## config.mk

```make
export PLATFORM = sky130hd
export DESIGN_NAME = median_window_controller
export DESIGN_NICKNAME = d
export VERILOG_FILES = /design/src/rtl/median_window_controller.sv
export SDC_FILE = /design/constraint.sdc
export NUM_CORES = 1
export LEC_CHECK = 0
export BUFFER_PORTS_ARGS = -buffer_cell sky130_fd_sc_hd__clkbuf_2
export CAP_MARGIN = 20
export CORE_MARGIN = 5
export CORE_UTILIZATION = 39
export DETAILED_ROUTE_END_ITERATION = 7
export PLACE_DENSITY_LB_ADDON = 0.08
export SETUP_SLACK_MARGIN = 0.2
export SYNTH_ARGS = -nofsm -noshare
export SYNTH_HDL_FRONTEND = slang
export SYNTH_SLANG_ARGS = --single-unit
```

## constraint.sdc

```tcl
create_clock -name clock -period 1.5 [get_ports clock]
set_input_delay 0.3 -clock clock [delete_from_list [all_inputs] [get_ports clock]]
set_output_delay 0.3 -clock clock [all_outputs]
set_load 0.02 [all_outputs]
```

## src/rtl/median_window_controller.sv

```systemverilog
// ----------------------------------------------------------------------------
// median_window_controller
//
// Sequencer in front of a chain of median middle actors. For each window it
// pushes one atomic set of configuration tokens (pivot, buffer size, median
// position, second median value) into the chain head, streams exactly
// WIN_SIZE pixels from the source FIFO into the chain, then waits for the
// chain's median and forwards it to the result FIFO. Only one window is in
// flight, so tokens can never overtake or trail their pixels.
//
// Optional feature (macro MEDIAN_CTRL_TIMEOUT_EN):
//   A WAIT-state watchdog. After TIMEOUT_CYCLES WAIT cycles without a result,
//   DEFAULT_PIVOT is written as the median, the sticky error flag is set and
//   the next window starts. Without the macro WAIT lasts indefinitely and
//   error is tied low.
//
// Ports:
//   clock, reset                   clock / asynchronous active-low reset
//   in_px, in_px_rd, in_px_empty   source pixel FIFO (read side)
//   out_px*                        chain pixel FIFO (write side)
//   out_pivot*, out_buff_size*,
//   out_median_pos*,
//   out_second_median_value*       chain configuration token FIFOs
//   res_median*                    chain result FIFO (read side)
//   median*                        result FIFO (write side)
//   busy                           state is not IDLE
//   win_cnt                        completed windows (wrapping)
//   error                          sticky watchdog timeout flag
// ----------------------------------------------------------------------------
module median_window_controller #(
    parameter logic [10:0] WIN_SIZE      = 11'd9,
    parameter logic [9:0]  MEDIAN_POS    = 10'd4,
    parameter int unsigned BUFF_SIZE_BIT = $clog2(WIN_SIZE) + 1,
    parameter logic [7:0]  DEFAULT_PIVOT = 8'd127
`ifdef MEDIAN_CTRL_TIMEOUT_EN
   ,parameter logic [15:0] TIMEOUT_CYCLES = 16'd4096
`endif
) (
    input  logic                     clock,
    input  logic                     reset,
    input  logic [7:0]               in_px,
    output logic                     in_px_rd,
    input  logic                     in_px_empty,
    output logic [7:0]               out_px,
    output logic                     out_px_wr,
    input  logic                     out_px_full,
    output logic [7:0]               out_pivot,
    output logic                     out_pivot_wr,
    input  logic                     out_pivot_full,
    output logic [BUFF_SIZE_BIT-1:0] out_buff_size,
    output logic                     out_buff_size_wr,
    input  logic                     out_buff_size_full,
    output logic [BUFF_SIZE_BIT-1:0] out_median_pos,
    output logic                     out_median_pos_wr,
    input  logic                     out_median_pos_full,
    output logic [7:0]               out_second_median_value,
    output logic                     out_second_median_value_wr,
    input  logic                     out_second_median_value_full,
    input  logic [7:0]               res_median,
    output logic                     res_median_rd,
    input  logic                     res_median_empty,
    output logic [7:0]               median,
    output logic                     median_wr,
    input  logic                     median_full,
    output logic                     busy,
    output logic [15:0]              win_cnt,
    output logic                     error
);

    typedef enum logic [1:0] {
        IDLE   = 2'd0,
        CFG    = 2'd1,
        STREAM = 2'd2,
        WAIT   = 2'd3
    } state_t;

    localparam logic [BUFF_SIZE_BIT-1:0] PX_ONE  = {{(BUFF_SIZE_BIT-1){1'b0}}, 1'b1};
    localparam logic [BUFF_SIZE_BIT-1:0] LAST_PX = WIN_SIZE[BUFF_SIZE_BIT-1:0] - PX_ONE;

    state_t                   state_q, state_d;
    logic [BUFF_SIZE_BIT-1:0] px_cnt_q, px_cnt_d;
    logic [15:0]              win_cnt_q, win_cnt_d;

`ifdef MEDIAN_CTRL_TIMEOUT_EN
    logic [15:0] wd_q, wd_d;
    logic        err_q, err_d;
    logic        timeout_fire;
`endif

    // Constant token data and pass-through datapaths
    assign out_pivot               = DEFAULT_PIVOT;
    assign out_buff_size           = WIN_SIZE[BUFF_SIZE_BIT-1:0];
    assign out_median_pos          = MEDIAN_POS[BUFF_SIZE_BIT-1:0];
    assign out_second_median_value = DEFAULT_PIVOT;
    assign out_px                  = in_px;

    assign busy    = (state_q != IDLE);
    assign win_cnt = win_cnt_q;
`ifdef MEDIAN_CTRL_TIMEOUT_EN
    assign error   = err_q;
`else
    assign error   = 1'b0;
`endif

    // ------------------------------------------------------------------
    // State register
    // ------------------------------------------------------------------
    always_ff @(posedge clock or negedge reset) begin
        if (!reset) begin
            state_q   <= IDLE;
            px_cnt_q  <= '0;
            win_cnt_q <= '0;
`ifdef MEDIAN_CTRL_TIMEOUT_EN
            wd_q      <= '0;
            err_q     <= 1'b0;
`endif
        end else begin
            state_q   <= state_d;
            px_cnt_q  <= px_cnt_d;
            win_cnt_q <= win_cnt_d;
`ifdef MEDIAN_CTRL_TIMEOUT_EN
            wd_q      <= wd_d;
            err_q     <= err_d;
`endif
        end
    end

    // ------------------------------------------------------------------
    // Next-state logic
    // ------------------------------------------------------------------
    always_comb begin
        state_d   = state_q;
        px_cnt_d  = px_cnt_q;
        win_cnt_d = win_cnt_q;
        case (state_q)
            IDLE: state_d = CFG;
            CFG: begin
                if (out_pivot_wr) begin
                    state_d  = STREAM;
                    px_cnt_d = '0;
                end
            end
            STREAM: begin
                if (out_px_wr) begin
                    if (px_cnt_q == LAST_PX) begin
                        state_d  = WAIT;
                        px_cnt_d = '0;
                    end else begin
                        px_cnt_d = px_cnt_q + PX_ONE;
                    end
                end
            end
            WAIT: begin
                // median_wr covers both a real result and a watchdog result
                if (median_wr) begin
                    win_cnt_d = win_cnt_q + 16'd1;
                    state_d   = CFG;
                end
            end
            default: state_d = IDLE;
        endcase

`ifdef MEDIAN_CTRL_TIMEOUT_EN
        // Held at zero outside WAIT so it is already clear on WAIT entry;
        // saturates at the limit while median_full blocks the timeout write.
        wd_d  = '0;
        err_d = err_q | timeout_fire;
        if (state_q == WAIT && !median_wr) begin
            wd_d = (wd_q >= TIMEOUT_CYCLES) ? wd_q : wd_q + 16'd1;
        end
`endif
    end

    // ------------------------------------------------------------------
    // Output logic
    // ------------------------------------------------------------------
    always_comb begin
        in_px_rd                   = 1'b0;
        out_px_wr                  = 1'b0;
        out_pivot_wr               = 1'b0;
        out_buff_size_wr           = 1'b0;
        out_median_pos_wr          = 1'b0;
        out_second_median_value_wr = 1'b0;
        res_median_rd              = 1'b0;
        median_wr                  = 1'b0;
        median                     = res_median;
`ifdef MEDIAN_CTRL_TIMEOUT_EN
        timeout_fire               = 1'b0;
`endif
        case (state_q)
            CFG: begin
                // All four tokens go together or not at all
                if (!(out_pivot_full | out_buff_size_full |
                      out_median_pos_full | out_second_median_value_full)) begin
                    out_pivot_wr               = 1'b1;
                    out_buff_size_wr           = 1'b1;
                    out_median_pos_wr          = 1'b1;
                    out_second_median_value_wr = 1'b1;
                end
            end
            STREAM: begin
                if (!in_px_empty && !out_px_full) begin
                    in_px_rd  = 1'b1;
                    out_px_wr = 1'b1;
                end
            end
            WAIT: begin
                if (!res_median_empty && !median_full) begin
                    res_median_rd = 1'b1;
                    median_wr     = 1'b1;
                end
`ifdef MEDIAN_CTRL_TIMEOUT_EN
                else if (wd_q >= TIMEOUT_CYCLES && !median_full) begin
                    median       = DEFAULT_PIVOT;
                    median_wr    = 1'b1;
                    timeout_fire = 1'b1;
                end
`endif
            end
            default: ;
        endcase
    end

endmodule

```

==> Word-level counts from Yosys, hierarchy flattened <==
Index checks and enable logic that the tools add are counted.
Widths: inputs -> output; s select.
{ "word_totals": {"reg_bits": 23, "inputBits": 26} }
{ "classes": {"n_bitwise": 3, "reduce_logical": 12, "n_mux": 15, "eq_ne": 8, "n_addsub": 2} }
{ "op_table": {"columns": ["operator", "count"], "rows": [
  ["$add 16x1->16 const B", 1],
  ["$mux 5", 3],
  ["$pmux 5 s2", 1],
  ["$mux 2", 4],
  ["$ne 2x2->1 const B", 4],
  ["$pmux 2 s4", 1],
  ["$mux 1", 6],
  ["$add 5x1->5 const B", 1],
  ["$eq 5x4->1 const B", 1],
  ["$eq 2x2->1 const B", 2],
  ["$logic_not 1->1", 4],
  ["$reduce_and 4->1", 1],
  ["$reduce_bool 2->1", 2],
  ["$or 1x1->1", 3],
  ["$reduce_and 3->1", 1],
  ["$eq 2x1->1 const B", 1],
  ["$logic_and 1x1->1", 2],
  ["$logic_not 2->1", 1],
  ["$reduce_and 2->1", 1]
]} }

==> Depth between registers and ports, before layout <==
{ "depth": {"word_depth": 7, "ltp_mapped": 6, "ltp_nobuf": 6} }

==> Worst setup path after synthesis <==
No wires, ideal clock.
{ "synth_path": {"path_kind": "register -> output", "start": "register state_q[0]", "end": "output port out_px_wr", "stages_incl_launch_ff": 5, "arrival_ps": 1562, "slack_ps": -362, "path_cell_list": "dfrtp_1 -> inv_1 -> ha_1 -> nor3b_1 -> buf_4"} }
{ "synth_via": {"elab_chain_len": 2} }
{ "synth_lines": {"columns": ["element", "line_no", "source"], "rows": [
  ["start, declared", "80", "state_t state_q, state_d;"],
  ["start signal, assigned", "118", "state_q <= state_d;"],
  ["$eq 2x2->1", null, null],
  ["$mux 1", null, null],
  ["end, declared", "45", "output logic out_px_wr,"]
]} }
Every way passes these cells.

==> Worst setup path in the final report <==
{ "layout_path": {"start": "register state_q[1]", "end": "register px_cnt_q[3]"} }
{ "layout_via": {"elab_chain_len": 4, "word_cells_on_any_way": 9, "cone_classes": "eq/ne: 4; mux: 3; reduce/logical: 2"} }
{ "layout_lines": {"columns": ["element", "line_no", "source"], "rows": [
  ["$eq 2x1->1 / $eq 2x2->1 (equally long branches)", "135, 190", null],
  ["$mux 1", "190", "case (state_q)"],
  ["$ne 2x2->1 (no line)", null, null],
  ["$reduce_and 3->1 (no line)", null, null],
  ["end signal, assigned", "119", "px_cnt_q <= px_cnt_d;"],
  ["end, declared", "81", "logic [BUFF_SIZE_BIT-1:0] px_cnt_q, px_cnt_d;"]
]} }
Several ways; a longest one is shown, not always the timed one.
A chain may end at the register's enable or synchronous reset.

==> impl_metrics.toml <==
[sta]
hold_violations = 0
final-setup-viol-count = 26
setup_ws_ps = -135
slew_headroom_pct = 60.6
slew_violations = 0
period_minus_slack_ps = 1640
rsz0062_at_grt = "yes"
fmax_mhz = 612
worst_pin_slew_ps = 592
final.period_utilization_pct = 109
finClkSkew_ps = 1.85

[placement]
dpl.hpwl_um = 2490
portBuffers = 34
place_congestion = 0.798
place_ws_ps = -59.3

[detailed_routing]
drc_errors = 0
dr.pass1.iters = 4
post_drt_wl_per_cell_um = 13.2
drtIter0Drc = 27
viasPerCell = 4.50
detail-route-antenna-nets = 0
vias = 1142
wl_um = 3360

[setup_path]
crit_type = "flip-flop to flip-flop"
cpMaxStageDelayCell = "dfrtp_2"
crit_start = "state_q[1]"
r2r-end = "px_cnt_q[3]"
crit_arrival_ps = 1790
startpoint_type = "flip-flop"
r2r-start = "state_q[1]"
crit_fanout = 5
crit_path_cell_trace = "buf_6 > ha_4 > buf_4 > o21ai_4 > nand3_4 > buf_6 > a211o_2"
crit_buf_inv = 3
cpLargestDelayFamily = "flip-flops"
path_depth = 7
critPathMaxStageDelay_ps = 450
endpoint_kind = "flip-flop"
ff2ff_path_depth = 7
worstSetupEndpoint = "px_cnt_q[3]"
cp.required_ps = 1650
worst_path_most_repeated_cell = "buf_6"
reg2reg_slack_ps = -140

[synth]
yosys.area_share.simple_pct = 17.5
synth_top_family_by_area = "buffers and inverters"
postSynthAreaPerCell_um2 = 9.67
syn-cell-area_mm2 = 0.00160
synthCells = 165
synth_edf_count = 0
yosys_warnings = 0
synth-xor-area-share_pct = 8.24
synthDistinctLibCells = 29
ys_async_sr_fraction_pct = 100
synthAdderAreaFrac_pct = 6.27
synth-compound-area-share_pct = 4.71
synth-seq-area-share_pct = 36.1
synth_flop_cell = "dfrtp_1"
synthMuxAreaShare_pct = 2.04
ys_seq_elements = 23

[final_layout]
multi_input_area_um2 = 921
regArea_um2 = 583
num-fill-cells = 385
fin_nets = 239
final_cell_mix = "27 x conb_1, 25 x clkbuf_2, 17 x dfrtp_1"
final_common_cell = "conb_1"
diodes = 0
syn_to_final_growth_pct = 32.5
drive_gt1_share_pct = 48.5

[die]
start_util_pct = 40.2
dieHeight_um = 74.0
core_region_area_mm2 = 0.00397
fp.dieW_um = 74.0
fp-row-count = 23
top_level_ports = 94
die_area_mm2 = 0.00547

[status]
outcome = "finished, violations left"
failed_checks = "setup timing"

[global_routing]
first_global_vias = 1128
grt.overflow.total = 0
grt_max_degree = 24
grt_pass1_wl_um = 5150
antenna_found_initial = 0
grtUsageTotal_pct = 12.0

[cts]
cts-buffers-inserted = 3
cts_tree = "done"
clockBufferDepth = 2
htreeDepth = 1
cts_hold_buffers = 0
cts_sinks = 23
insertion_delay_ps = 260
path_clk_slew_ps = 80
clockRootBuffer = "clkbuf_8"

[power_and_ir_drop]
p_total_mw = 3.00
worst_ir_drop_vdd_mv = 0.718
power_density_mw_per_mm2 = 1420
leakage_nw = 1.07

[run]
cap_violations = 0

[hold_path]
hold_path_class = "primary input to async pin"
[stage by stage]
stage	cell area [um2]	setup TNS (ps)	util [%]	hold slack (ps)	std cells
finish	2110	-1990	53.2	26.3	254
floorplan	1750	-4.21	-	4.41	190
CTS	2050	-1670	51.7	45.6	251
global route	2110	-3860	53.2	77.2	254
global placement	1700	-83.4	42.7	339	237
detailed placement	1700	-191	42.7	334	237
[cell usage after synthesis, types with 2 or more instances]
| cell type | count | share of area (%) |
|---|---|---|
| ha_1 | 8 | 6.3 |
| nand4_1 | 4 | 1.6 |
| nor4_1 | 3 | 1.2 |
| o21ai_0 | 4 | 1.3 |
| and4_1 | 2 | 1.1 |
| nor2_1 | 8 | 1.9 |
| inv_1 | 9 | 2.1 |
| xor2_1 | 9 | 4.9 |
| and2_1 | 2 | 0.78 |
| conb_1 | 2 | 0.47 |
| nand2_1 | 12 | 2.8 |
| mux2_2 | 2 | 1.4 |
| nor3_1 | 4 | 1.3 |
| buf_4 | 48 | 23 |
| dfrtp_1 | 23 | 36 |
| xnor2_1 | 6 | 3.3 |
| nand3_1 | 7 | 2.2 |
[repair_timing]
item / 4_1_cts / 5_1_grt
resized for setup: 53 / 10
endpoints found under the hold margin: 0 / 0
endpoints found under the setup margin: 31 / 31
gates cloned: 1 / 0
setup buffers: 9 / 3
pin swaps: 13 / 10
[per-layer routing]
| metal | vias to the layer above | GRT usage, % | wire length [um] |
|---|---|---|---|
| met2 | 54 | 20.6 | 1590 |
| met3 | 7 | 2.84 | 335 |
| met1 | 533 | 15.4 | 1410 |
| met5 | - | 0 | 0 |
| li1 | 548 | - | - |
| met4 | 0 | 2.82 | 23 |
[worst min path at each step]
stage,to,slack (ps)
4_1_cts,win_cnt[4],50
3_3_place_gp,px_cnt_q[0],340
2_1_floorplan,px_cnt_q[0],4
6_report,px_cnt_q[0],30
3_5_place_dp,px_cnt_q[1],330
5_1_grt,px_cnt_q[1],80
[flip-flops by register name, summed over array words and instances (netlist names)]
register / flops
state_q: 2
px_cnt_q: 5
win_cnt: 16
[cells by family (layout without fill, tap and decap cells)]
kind of cell / after synthesis / count (layout)
other cells: 2 / 27
xor+xnor: 15 / 15
buf+inv: 57 / 71
simple gates: 49 / 49
mux: 3 / 3
fa+ha+maj: 8 / 8
compound gates: 8 / 8
flops: 23 / 23
[power breakdown]
part | internal, mW | total, mW | leakage [nW] | switching (mW)
logic | 0.920 | 1.74 | 0.760 | 0.821
clock network | 0.185 | 0.377 | 0.0255 | 0.192
registers | 0.738 | 0.883 | 0.287 | 0.146
[area by class of cell]
class	count	area share [%]
Clock inverter	1	0.237
Sequential cell	23	27.6
Tap cell	50	2.96
Clock buffer	3	1.95
Multi-Input combinational cell	110	43.6
Timing Repair Buffer	58	22.1
Inverter	9	1.60
(Power assumes the default switching activity.)
